===== src/rtl/delay_sched_pkg.sv =====
// -----------------------------------------------------------------------------
// delay_sched_pkg
// Shared definitions for the delay line scheduler:
//   MAX_REQ     - largest supported requester count
//   tag_width   - requester tag width, max(1, clog2(n))
//   stage_width - packed width of one pipeline stage {valid, tag, data}
// -----------------------------------------------------------------------------
package delay_sched_pkg;

    localparam int MAX_REQ = 16;

    function automatic int tag_width(input int n);
        return (n <= 1) ? 1 : $clog2(n);
    endfunction

    function automatic int stage_width(input int tag_w, input int data_w);
        return 1 + tag_w + data_w;
    endfunction

endpackage


===== src/rtl/delay_line_scheduler_rr_arbiter.sv =====
// -----------------------------------------------------------------------------
// rr_arbiter
// Purely combinational round-robin arbiter. The search starts at ptr and wraps
// upward modulo NUM_REQ; the first asserted request wins.
// Ports:
//   req    in  [NUM_REQ-1:0]  request vector
//   ptr    in  [TAG_W-1:0]    highest-priority index this cycle
//   grant  out [NUM_REQ-1:0]  one-hot grant, zero when no request
//   winner out [TAG_W-1:0]    index of the granted requester (0 when none)
// -----------------------------------------------------------------------------
module rr_arbiter
    import delay_sched_pkg::*;
#(
    parameter int NUM_REQ = 4,
    parameter int TAG_W   = tag_width(NUM_REQ)
) (
    input  logic [NUM_REQ-1:0] req,
    input  logic [TAG_W-1:0]   ptr,
    output logic [NUM_REQ-1:0] grant,
    output logic [TAG_W-1:0]   winner
);

    logic found;

    // Two passes give the wrap: first the indices at or above ptr, then the
    // full range from 0 (only reached if nothing at or above ptr requested).
    always_comb begin
        grant  = '0;
        winner = '0;
        found  = 1'b0;
        for (int i = 0; i < NUM_REQ; i++) begin
            if (!found && req[i] && (i >= int'(ptr))) begin
                found    = 1'b1;
                grant[i] = 1'b1;
                winner   = TAG_W'(i);
            end
        end
        for (int i = 0; i < NUM_REQ; i++) begin
            if (!found && req[i]) begin
                found    = 1'b1;
                grant[i] = 1'b1;
                winner   = TAG_W'(i);
            end
        end
    end

endmodule


===== src/rtl/delay_line_scheduler.sv =====
// -----------------------------------------------------------------------------
// delay_line_scheduler
// Shares one DELAY-stage pipelined delay line among NUM_REQ requesters through a
// round-robin arbiter. Each accepted word carries its requester index and
// emerges DELAY cycles after acceptance.
// Optional feature macro: DELAY_SCHED_STATS_EN (per-requester saturating grant
// counters on grant_count).
// Ports:
//   clk          in   rising-edge clock
//   rst          in   synchronous active-high reset
//   req          in   [NUM_REQ]            per-requester request, held until granted
//   req_data     in   [NUM_REQ*DATA_WIDTH] requester i at [i*DATA_WIDTH +: DATA_WIDTH]
//   flush        in   synchronous pipeline clear, blocks grants
//   grant        out  [NUM_REQ]            combinational one-hot grant
//   out_valid    out  registered output valid
//   out_tag      out  [TAG_W]              requester index of out_data
//   out_data     out  [DATA_WIDTH]         delayed data word
//   busy         out  any stage holds a valid word
//   grant_count  out  [NUM_REQ*CNT_WIDTH]  grant counters (stats build only)
// -----------------------------------------------------------------------------
module delay_line_scheduler
    import delay_sched_pkg::*;
#(
    parameter int  DATA_WIDTH = 8,
    parameter int  NUM_REQ    = 4,
    parameter int  DELAY      = 1,
    parameter int  CNT_WIDTH  = 16,
    localparam int TAG_W      = tag_width(NUM_REQ)
) (
    input  logic                          clk,
    input  logic                          rst,
    input  logic [NUM_REQ-1:0]            req,
    input  logic [NUM_REQ*DATA_WIDTH-1:0] req_data,
    input  logic                          flush,
    output logic [NUM_REQ-1:0]            grant,
    output logic                          out_valid,
    output logic [TAG_W-1:0]              out_tag,
    output logic [DATA_WIDTH-1:0]         out_data,
    output logic                          busy
`ifdef DELAY_SCHED_STATS_EN
    ,
    output logic [NUM_REQ*CNT_WIDTH-1:0]  grant_count
`endif
);

    typedef struct packed {
        logic                  valid;
        logic [TAG_W-1:0]      tag;
        logic [DATA_WIDTH-1:0] data;
    } stage_t;

    stage_t           stage_q [DELAY];
    stage_t           stage_d [DELAY];
    logic [TAG_W-1:0] ptr_q, ptr_d;

    logic [NUM_REQ-1:0] arb_grant;
    logic [TAG_W-1:0]   arb_winner;
    logic               accept;
    logic [DATA_WIDTH-1:0] win_data;

    rr_arbiter #(
        .NUM_REQ (NUM_REQ),
        .TAG_W   (TAG_W)
    ) u_arb (
        .req    (req),
        .ptr    (ptr_q),
        .grant  (arb_grant),
        .winner (arb_winner)
    );

    always_comb begin
        grant    = (rst || flush) ? '0 : arb_grant;
        accept   = |grant;
        win_data = '0;
        for (int i = 0; i < NUM_REQ; i++) begin
            if (grant[i]) begin
                win_data = req_data[i*DATA_WIDTH +: DATA_WIDTH];
            end
        end

        ptr_d = ptr_q;
        if (accept) begin
            ptr_d = (arb_winner == TAG_W'(NUM_REQ - 1)) ? '0 : arb_winner + 1'b1;
        end

        // Bubbles are all-zero so the output fields read 0 whenever invalid.
        stage_d[0] = '0;
        if (accept) begin
            stage_d[0].valid = 1'b1;
            stage_d[0].tag   = arb_winner;
            stage_d[0].data  = win_data;
        end
        for (int k = 1; k < DELAY; k++) begin
            stage_d[k] = stage_q[k-1];
        end
        if (flush) begin
            for (int k = 0; k < DELAY; k++) begin
                stage_d[k] = '0;
            end
        end
    end

    always_ff @(posedge clk) begin
        if (rst) begin
            ptr_q <= '0;
            for (int k = 0; k < DELAY; k++) begin
                stage_q[k] <= '0;
            end
        end else begin
            ptr_q <= ptr_d;
            for (int k = 0; k < DELAY; k++) begin
                stage_q[k] <= stage_d[k];
            end
        end
    end

    always_comb begin
        busy = 1'b0;
        for (int k = 0; k < DELAY; k++) begin
            busy = busy | stage_q[k].valid;
        end
    end

    assign out_valid = stage_q[DELAY-1].valid;
    assign out_tag   = stage_q[DELAY-1].tag;
    assign out_data  = stage_q[DELAY-1].data;

`ifdef DELAY_SCHED_STATS_EN
    logic [CNT_WIDTH-1:0] cnt_q [NUM_REQ];
    logic [CNT_WIDTH-1:0] cnt_d [NUM_REQ];

    // grant is already zero under rst/flush, so flush leaves counts alone.
    always_comb begin
        for (int i = 0; i < NUM_REQ; i++) begin
            cnt_d[i] = cnt_q[i];
            if (grant[i] && (cnt_q[i] != '1)) begin
                cnt_d[i] = cnt_q[i] + 1'b1;
            end
        end
    end

    always_ff @(posedge clk) begin
        for (int i = 0; i < NUM_REQ; i++) begin
            if (rst) begin
                cnt_q[i] <= '0;
            end else begin
                cnt_q[i] <= cnt_d[i];
            end
        end
    end

    always_comb begin
        grant_count = '0;
        for (int i = 0; i < NUM_REQ; i++) begin
            grant_count[i*CNT_WIDTH +: CNT_WIDTH] = cnt_q[i];
        end
    end
`endif

endmodule


===== config.mk =====
export PLATFORM = sky130hd
export DESIGN_NAME = delay_line_scheduler
export DESIGN_NICKNAME = d
export VERILOG_FILES = /design/src/rtl/delay_sched_pkg.sv /design/src/rtl/delay_line_scheduler_rr_arbiter.sv /design/src/rtl/delay_line_scheduler.sv
export SDC_FILE = /design/constraint.sdc
export NUM_CORES = 1
export LEC_CHECK = 0
export CAP_MARGIN = 25
export CORE_MARGIN = 2
export CORE_UTILIZATION = 33
export CTS_CLUSTER_DIAMETER = 100
export CTS_CLUSTER_SIZE = 24
export DETAILED_ROUTE_END_ITERATION = 7
export GPL_TIMING_DRIVEN = 1
export PLACE_DENSITY = 0.76
export SETUP_SLACK_MARGIN = 0.5
export SYNTH_ARGS = -nofsm -noshare
export SYNTH_HDL_FRONTEND = slang
export SYNTH_SLANG_ARGS = --single-unit

===== constraint.sdc =====
create_clock -name clk -period 2 [get_ports clk]
set_input_delay 0.6 -clock clk [delete_from_list [all_inputs] [get_ports clk]]
set_output_delay 0.6 -clock clk [all_outputs]
set_load 0.02 [all_outputs]

======== Yosys cells after proc, flatten, opt, wreduce, memory -nomap -nowiden ========
Memory sizes are Yosys's and may differ from the RTL's.
Cells that the tools add are included.
storage, ports and cells
  register bits after elaboration ......... 2
  memory bits (writable) .................. 11
  input port bits ......................... 39
  logic and storage cells ................. 61
  memories kept ........................... 1
memory list
  memory   depth  bits a word  rd ports  clocked after Yosys merged registers in  wr ports  RTL line                    text
  stage_q  1      11           1         0                                        1         delay_line_scheduler.sv:52  stage_t stage_q [DELAY];
cells by class
  $add $sub $neg .......................... 1
  $lt $le $gt $ge ......................... 3
  eq/ne operators ......................... 1
  muxes and demuxes ....................... 34
  reductions and logical operators ........ 20
operator list
  operator             count
  $mux 11              3
  $mux 8               4
  $mux 1               19
  $mux 2               7
  $reduce_or 11->1     1
  $logic_and 1x1->1    10
  $logic_not 1->1      7
  $ge 1x2->1 const A   2
  $mux 4               1
  $reduce_or 4->1      1
  $add 2x1->2 const B  1
  $eq 2x2->1 const B   1
  $ge 2x2->1 const A   1
  $logic_or 1x1->1     1

======== Depth between registers and ports, before layout ========
Gate-level depths: netlist (run 1).
  depth after elaboration ................. 34
  depth in mapped cells ................... 6
  depth with buffers taken out ............ 4

======== Cells and area by module ========
Synthesis (run 1) repeated with hierarchy kept, for this count alone.
second synthesis, totals
  cells, all modules ...................... 113
  area total of the unflattened synthesis .. 967.2 um^2
modules (own cells, without submodules)
  module                times used  cells each  area each (um^2)  sequential area each (um^2)
  delay_line_scheduler  1           82          758.2             260.2
  rr_arbiter            1           31          209.0             0.0

======== Worst setup path before layout (run 1) ========
No wires, ideal clock.
  path kind ............................... in2out
  from .................................... input req[0]
  to ...................................... output grant[3]
  data arrival time ....................... 1.563 ns
  required time ........................... 1.400 ns
  setup slack ............................. -0.163 ns
  stages .................................. 6
  path through ............................ buf_2 nand2b_1 a21oi_1 or2_1 buf_2 nor2_1
between the ends
  word-level cells in the longest chain between the ends .. 26
  elaborated cells between the ends (all ways) .. 27
  classes of those cells .................. 10 x mux; 17 x reduce/logical
ends and longest elaborated chain
  element                          RTL line                               text
  start: declaration               delay_line_scheduler.sv:32             input logic [NUM_REQ-1:0] req,
  $logic_and 1x1->1                delay_line_scheduler_rr_arbiter.sv:32  if (!found && req[i] && (i >= int'(ptr))) begin
  $mux 1                           delay_line_scheduler_rr_arbiter.sv:32
  $logic_not 1->1                  delay_line_scheduler_rr_arbiter.sv:32
  $logic_and 1x1->1 (2 in series)  delay_line_scheduler_rr_arbiter.sv:32
  $mux 1                           delay_line_scheduler_rr_arbiter.sv:32
  $logic_not 1->1                  delay_line_scheduler_rr_arbiter.sv:32
  $logic_and 1x1->1 (2 in series)  delay_line_scheduler_rr_arbiter.sv:32
  $mux 1                           delay_line_scheduler_rr_arbiter.sv:32
  [... 8 more ...]                 --
  $mux 1                           delay_line_scheduler_rr_arbiter.sv:39  if (!found && req[i]) begin
  $logic_not 1->1                  delay_line_scheduler_rr_arbiter.sv:39
  $logic_and 1x1->1                delay_line_scheduler_rr_arbiter.sv:39
  $mux 1                           delay_line_scheduler_rr_arbiter.sv:39
  $logic_not 1->1                  delay_line_scheduler_rr_arbiter.sv:39
  $logic_and 1x1->1                delay_line_scheduler_rr_arbiter.sv:39
  $mux 1 *                         delay_line_scheduler_rr_arbiter.sv:39
  $mux 4 *                         delay_line_scheduler.sv:72             grant = (rst || flush) ? '0 : arb_grant;
  end: declaration                 delay_line_scheduler.sv:35             output logic [NUM_REQ-1:0] grant,
Mark *: on every way between the ends. The rest lies on a longest branch, timed or not.

======== Worst setup path in the final report (run 1) ========
  from .................................... input req[0]
  to ...................................... output grant[1]
between the ends
  word-level cells in the longest chain between the ends .. 20
  elaborated cells between the ends (all ways) .. 21
  classes of those cells .................. 8 x mux; 13 x reduce/logical
ends and longest elaborated chain
  element                          RTL line
  $logic_and 1x1->1                delay_line_scheduler_rr_arbiter.sv:32
  $mux 1                           delay_line_scheduler_rr_arbiter.sv:32
  $logic_not 1->1                  delay_line_scheduler_rr_arbiter.sv:32
  $logic_and 1x1->1 (2 in series)  delay_line_scheduler_rr_arbiter.sv:32
  $mux 1                           delay_line_scheduler_rr_arbiter.sv:32
  $logic_not 1->1                  delay_line_scheduler_rr_arbiter.sv:32
  $logic_and 1x1->1 (2 in series)  delay_line_scheduler_rr_arbiter.sv:32
  $mux 1                           delay_line_scheduler_rr_arbiter.sv:32
  [... 2 more ...]                 --
  $mux 1                           delay_line_scheduler_rr_arbiter.sv:32
  $logic_not 1->1                  delay_line_scheduler_rr_arbiter.sv:39
  $logic_and 1x1->1                delay_line_scheduler_rr_arbiter.sv:39
  $mux 1                           delay_line_scheduler_rr_arbiter.sv:39
  $logic_not 1->1                  delay_line_scheduler_rr_arbiter.sv:39
  $logic_and 1x1->1                delay_line_scheduler_rr_arbiter.sv:39
  $mux 1 *                         delay_line_scheduler_rr_arbiter.sv:39
  $mux 4 *                         delay_line_scheduler.sv:72
Marks and branches as above.

==> key figures, run 1 <==
Outcome
  – Run status: finished, violations left
  – Violated checks: negative setup slack

Worst setup path
  – Setup CP Type: primary input to output pin
  – Nature of the critical path endpoint: output pin
  – CP Data Required Time: 1.40 ns
  – Arr. time, crit path: 1.44 ns
  – CP Launch Type: primary input
  – Worst-path fanout max: 5
  – Crit path from: req[0]
  – Reg-to-Reg Start: ptr_q[0]

Synth
  – Ys async rst share: 0
  – Synth area leader: dfxtp_1
  – Syn nets: ~140
  – Netlist cell types: 33
  – Top-area cell type share of the netlist area: 0.298
  – Ranking of synthesized cells by area: dfxtp_1, o2111ai_1, a22oi_1
  – Syn Area/Cell: roughly 9 µm²
  – Mapped Cells: 100
  – Post-synthesis cell area: 875 µm²
  – Register bit total from synthesis: 13
  – EDFF count, synth: 0
  – Sequential element share of the synthesized area: 0.298
  – Synthesis Warnings: 0
  – Top_reg_cell synth: dfxtp_1

Clocking
  – Max clock buf depth: 2
  – H-tree Lvls: 1
  – Worst-Skew Late Latency: 0.28 ns
  – CTS tree: done
  – TritonCTS Buffers: 3
  – Clk root buf: clkbuf_4
  – CTS Hold Bufs: 0
  – Clk slew on worst S/H paths: 0.08 ns
  – Clock tree sinks: 13

Floorplan
  – Rows: 18
  – Starting Density: 0.350
  – I/O Pins: between 50 and 60
  – Die W: 55.5 µm
  – Die H: 55.5 µm
  – Die Area: 3080 µm²
  – Core Box Area: between 2000 and 2500 µm²

Cells and area
  – Design Area, Final: around 1800 µm²
  – Fin util: 0.708
  – Antenna Cells: 0
  – Final-stage net count: 223
  – Layout cells sized above 1: 0.475
  – Fillers: 202
  – Synth-to-Final Area Change: 102%

Timing
  – Slew headroom: 0.796
  – Setup TNS: -0.0760 ns
  – Number of setup violations in the final report: 3
  – F_max: 490 MHz
  – Minimum clock period: 2.04 ns
  – Setup ws final: -0.0407 ns
  – Final hold vios: 0
  – Worst Skew: 0.00296 ns
  – Slew Limit Fails: 0
  – Worst slew pin tran: 0.304 ns
  – Fin crit share: 1.02
  – RSZ-0062 raised after global routing: yes

Routing
  – Via count: 1,175
  – Drt drc: 0
  – Initial DRC Count: 38
  – Post-DRT Antenna Nets: 0
  – Vias per inst: 5.52
  – Total routed wirelength: between 3 and 4 mm
  – Pre-Repair DR Iteration Count: 4
  – Routed length per instance: 16.9 µm

Power and ir drop
  – Total power: 834 µW
  – Power density cells: 471 nW/µm²
  – LEAKAGE: 0.000710 µW
  – Maximum VDD drop: 0.323 mV

Global routing
  – First-pass GRT wire length: roughly 6 mm
  – Vias in the first global route: 1,274
  – Grt ovf: 0
  – Total track usage: 0.240
  – Initial antenna violation count: 0
  – Largest net degree at the start of global routing: 11

Run
  – MaxCap Viol Count: 0

Placement
  – DP HPWL: 2.54 mm
  – GP Congestion: 0.763
  – Port buffer count: 54
  – Placed inst area: 1600 µm²
  – DP Worst Slack: -0.989 ns

Worst hold path
  – Hold Startpoint: rst
  – Worst Hold Class: primary input to register
-- sequential cells by signal (all words and copies together), names as in the netlist --
name,flops
ptr_q,2
stage_q,11
-- worst paths after layout --
kind,slack [ns],cells past startpoint,endpoint
setup / recovery,-0.04,5,grant[1]
hold / removal,0.58,3,ptr_q[1]
setup reg to reg,0.27,10,stage_q[0][1]
hold reg to reg,0.67,2,ptr_q[0]
-- final cells by class --
cell class              instances  area [µm²]  area share
clock buffers                   4        26.3      0.0149
inverters                       3        11.3     0.00636
multi-input cells              71         599       0.339
flip-flops and latches         13         265       0.150
well taps                      30        37.5      0.0212
repair buffers                 92         830       0.469
-- report_power, final --
part / internal (µW) / leakage (µW) / switching, µW
Clock: 77.5 / 0.0000150 / 94.5
Combinational: 213 / 0.000588 / 164
Sequential: 274 / 0.000107 / 12.1
-- per-layer routing --
layer	vias to the layer above	wire length (µm)	track usage
li1	559	-	-
met1	556	1450	0.274
met2	50	1870	0.429
met3	10	179	0.0351
met4	0	91	0.125
met5	-	0	0
-- kinds of logic (layout without fill, tap and decap cells) --
logic type,count (synthesis),after routing,share of synthesized area
AO/OA/AOI/OAI,53,53,0.468
buffers and inverters,16,99,0.117
flip-flops,13,13,0.298
AND/OR/NAND/NOR,18,18,0.117
-- placed cells by master (no fill, tap or decap), types with 2 or more instances in the layout --
master	instances
o21ai_1	3
dfxtp_1	11
a21oi_1	3
nor2_4	3
buf_4	29
inv_1	3
o2111ai_2	5
or2_4	2
clkbuf_4	3
clkdlybuf4s50_1	32
a21oi_2	2
clkbuf_2	8
buf_6	14
buf_2	3
nor3_1	2
o31ai_1	8
a22oi_1	8
clkdlybuf4s15_2	3
o21bai_1	2
buf_8	3
a31oi_1	8
nor2_1	3
o2111ai_1	3
-- repair_timing --
item                       CTS  global route
resized for setup          108            12
setup endpoints to repair   29            23
pin swaps                   21             4
setup buffers                8             1
-- synthesized netlist by cell type (3+ instances only) --
| cell | n |
|---|---|
| o21ai_1 | 3 |
| nor2_1 | 5 |
| a21oi_1 | 5 |
| buf_6 | 3 |
| o2111ai_1 | 8 |
| buf_2 | 4 |
| inv_1 | 3 |
| a31oi_1 | 8 |
| dfxtp_1 | 13 |
| o31ai_1 | 8 |
| a22oi_1 | 8 |
| or2_1 | 3 |
| buf_4 | 4 |
-- per-stage QoR --
step | hold WS [ns] | cells
final | 0.578 | 213
after global routing | 0.590 | 213
after CTS | 0.586 | 212
after detailed placement | 0.678 | 200
after global placement | 0.661 | 200
after floorplan | 0.618 | 100
-- critical path, stage by stage --
cell      delay (ns)
buf_8           0.11
buf_6           0.11
o21ai_1         0.20
o2111a_1        0.26
buf_4           0.16
(Power assumes the default switching activity.)
==> run 2: changes to the inputs <==
- CORE_UTILIZATION: 33 -> 34
- CTS_BUF_LIST: unset -> sky130_fd_sc_hd__clkbuf_8
- PLACE_DENSITY: 0.76 -> 0.78
==> key figures, run 2 (synthesis gave the netlist of run 1 again) <==
Outcome
  – Run status: complete, no violations

Cells and area
  – Biggest regs: stage_q: 11 flops, ptr_q: 2 flops
  – Register Area: 265 µm² (unchanged)
  – Fillers: 124 (-39%)
  – Final-stage net count: 232 (+4.0%)
  – Antenna Cells: 0 (unchanged)
  – Fin util: 0.854 (+0.147)
  – Design Area, Final: 2100 µm² (+19%)
  – Synth-to-Final Area Change: 140%
  – Multi-input gate area: 723 µm² (+21%)
  – Layout cells sized above 1: 0.500 (+0.0246)
  – Max reg flops: 11 (unchanged)
  – Commonest cells after routing, fill and taps aside: clkdlybuf4s50_1, buf_4, buf_6
  – Commonest non-fill, non-tap cell in the layout: clkdlybuf4s50_1
  – Largest Register: stage_q

Clocking
  – H-tree Lvls: 1 (unchanged)
  – Clk slew on worst S/H paths: 0.06 ns (-0.02 ns)
  – TritonCTS Buffers: 3 (unchanged)
  – Worst-Skew Late Latency: 0.25 ns (-0.03 ns)
  – CTS tree: done
  – CTS Hold Bufs: 0 (unchanged)
  – Max clock buf depth: 2 (unchanged)
  – Clk root buf: clkbuf_8
  – Clock tree sinks: 13 (unchanged)

Floorplan
  – Core Box Area: 2450 µm² (-1.8%)
  – Die Area: 2990 µm² (-2.7%)
  – I/O Pins: 55 (unchanged)
  – Rows: 18 (unchanged)
  – Die H: 54.7 µm (-1.4%)
  – Die W: 54.7 µm (-1.4%)
  – Starting Density: 0.356 (+0.00642)

Timing
  – Slew headroom: 0.728 (-0.0677)
  – Slew Limit Fails: 0 (unchanged)
  – Worst slew pin tran: 0.406 ns (+0.103 ns)
  – Setup ws final: 0.0163 ns (+0.0570 ns)
  – Minimum clock period: 1.98 ns (-0.0570 ns)
  – Final hold vios: 0 (unchanged)
  – Number of setup violations in the final report: 0 (-3)
  – F_max: 504 MHz (+2.9%)
  – RSZ-0062 raised after global routing: yes
  – Worst Skew: 0.00229 ns (-0.000672 ns)
  – Fin crit share: 0.992 (-0.0285)

Power and ir drop
  – LEAKAGE: 0.000832 µW (+17%)
  – Power density cells: 467 nW/µm² (-0.93%)
  – Maximum VDD drop: 0.533 mV (+65%)

Routing
  – Total routed wirelength: 4.58 mm (+27%)
  – Initial DRC Count: 39 (+2.6%)
  – Metal3 WL: 264 µm (+47%)
  – Routed length per instance: 20.6 µm (+22%)
  – DRT met1 WL: 1.70 mm (+17%)
  – Vias per inst: 5.75 (+4.2%)
  – Pre-Repair DR Iteration Count: 4 (unchanged)
  – Drt drc: 0 (unchanged)
  – Via count: 1,276 (+8.6%)
  – Highest routed layer: met4
  – Routed length on met2: 2.37 mm (+27%)
  – Post-DRT Antenna Nets: 0 (unchanged)

Worst setup path
  – Setup CP Type: primary input to output pin
  – Crit-path max cell delay: 0.27 ns (about the same)
  – CP Launch Type: primary input
  – Worst-path fanout max: 5 (unchanged)
  – Cell repeated most along the worst path: buf_6
  – CP Data Required Time: 1.40 ns (about the same)
  – Critical path's slowest cell: a32o_2
  – Nature of the critical path endpoint: output pin
  – Crit-path cells: buf_8 > buf_6 > a32o_2 > and2_4 > buf_6
  – CP Buf/Inv Count: 3 (unchanged)
  – Arr. time, crit path: 1.38 ns (-0.06 ns)
  – CP delay by family, top: buffers and inverters

Global routing
  – Vias in the first global route: 1,177 (-7.6%)
  – Initial antenna violation count: 0 (unchanged)
  – First-pass GRT wire length: 5.29 mm (-12%)
  – Grt ovf: 0 (unchanged)
  – Largest net degree at the start of global routing: 11 (unchanged)
  – Total track usage: 0.253 (+0.0126)

Placement
  – Port buffer count: 54 (unchanged)
  – DP Worst Slack: -0.907 ns (+0.0819 ns)
  – Placed inst area: 1600 µm² (unchanged)
  – GP Congestion: 0.913 (+20%)
  – DP HPWL: 2.53 mm (-0.41%)

Run
  – MaxCap Viol Count: 0 (unchanged)

Worst hold path
  – Worst Hold Class: register to register
-- run 2: changes by cell type in the layout (fill, tap and decap cells not counted), moves of 5 or more --
cell	before	now
o31ai_1	8	0
o31ai_4	0	8
buf_6	14	20
clkdlybuf4s15_1	0	6
clkbuf_2	8	3
o2111ai_1	3	8
o2111ai_2	5	0
-- run 2: final cells by class --
cell class | instances | area share
sequential | 13 | 0.126
timing repair buffer | 101 | 0.484
clock inverter | 1 | 0.00179
tap | 30 | 0.0179
inverter | 3 | 0.00537
clock buffer | 3 | 0.0197
multi-input combinational | 71 | 0.345
-- run 2: through the flow --
| stage | std cells | setup TNS, ns | power (µW) | hold WS [ns] |
|---|---|---|---|---|
| after floorplan | 100 | -0.00834 | 444 | 0.618 |
| after global placement | 200 | -5.77 | 598 | 0.589 |
| after detailed placement | 200 | -6.08 | 604 | 0.580 |
| after CTS | 216 | 0 | 888 | 0.568 |
| after global routing | 222 | -0.0127 | 1020 | 0.634 |
| final | 222 | 0 | 979 | 0.593 |
-- run 2: worst min-delay path: cells and delay by family, from the launching register on --
kind             cells  cell delay (ns)
flip-flops           1             0.36
AO/OA/AOI/OAI        1             0.06
AND/OR/NAND/NOR      1             0.14
-- run 2: what timing repair did --
item	in CTS	in global routing
setup endpoints to repair	29	25
buffers inserted	12	4
pin swaps	14	10
resized for setup	101	41
cloned	0	2
-- run 2: path summary, 6_finish.rpt --
| kind | cells past startpoint | slack, ns | end | from |
|---|---|---|---|---|
| worst min register to register | 2 | 0.59 | ptr_q[1] | ptr_q[1] |
| worst max-delay path | 5 | 0.02 | grant[0] | req[0] |
| worst max register to register | 10 | 0.30 | ptr_q[0] | ptr_q[1] |
| worst min-delay path | 2 | 0.59 | ptr_q[1] | ptr_q[1] |
-- run 2: where the power goes --
| group | switching (µW) | internal [µW] | total (µW) |
|---|---|---|---|
| clock | 104 | 136 | 240 |
| combinational | 211 | 244 | 455 |
| sequential | 10.0 | 274 | 284 |
| total | 325 | 654 | 979 |
-- run 2: per-layer routing --
metal,vias to the layer above,global-route usage
li1,579,-
met1,603,0.315
met2,70,0.440
met3,24,0.0301
met4,0,0.0917
met5,-,0
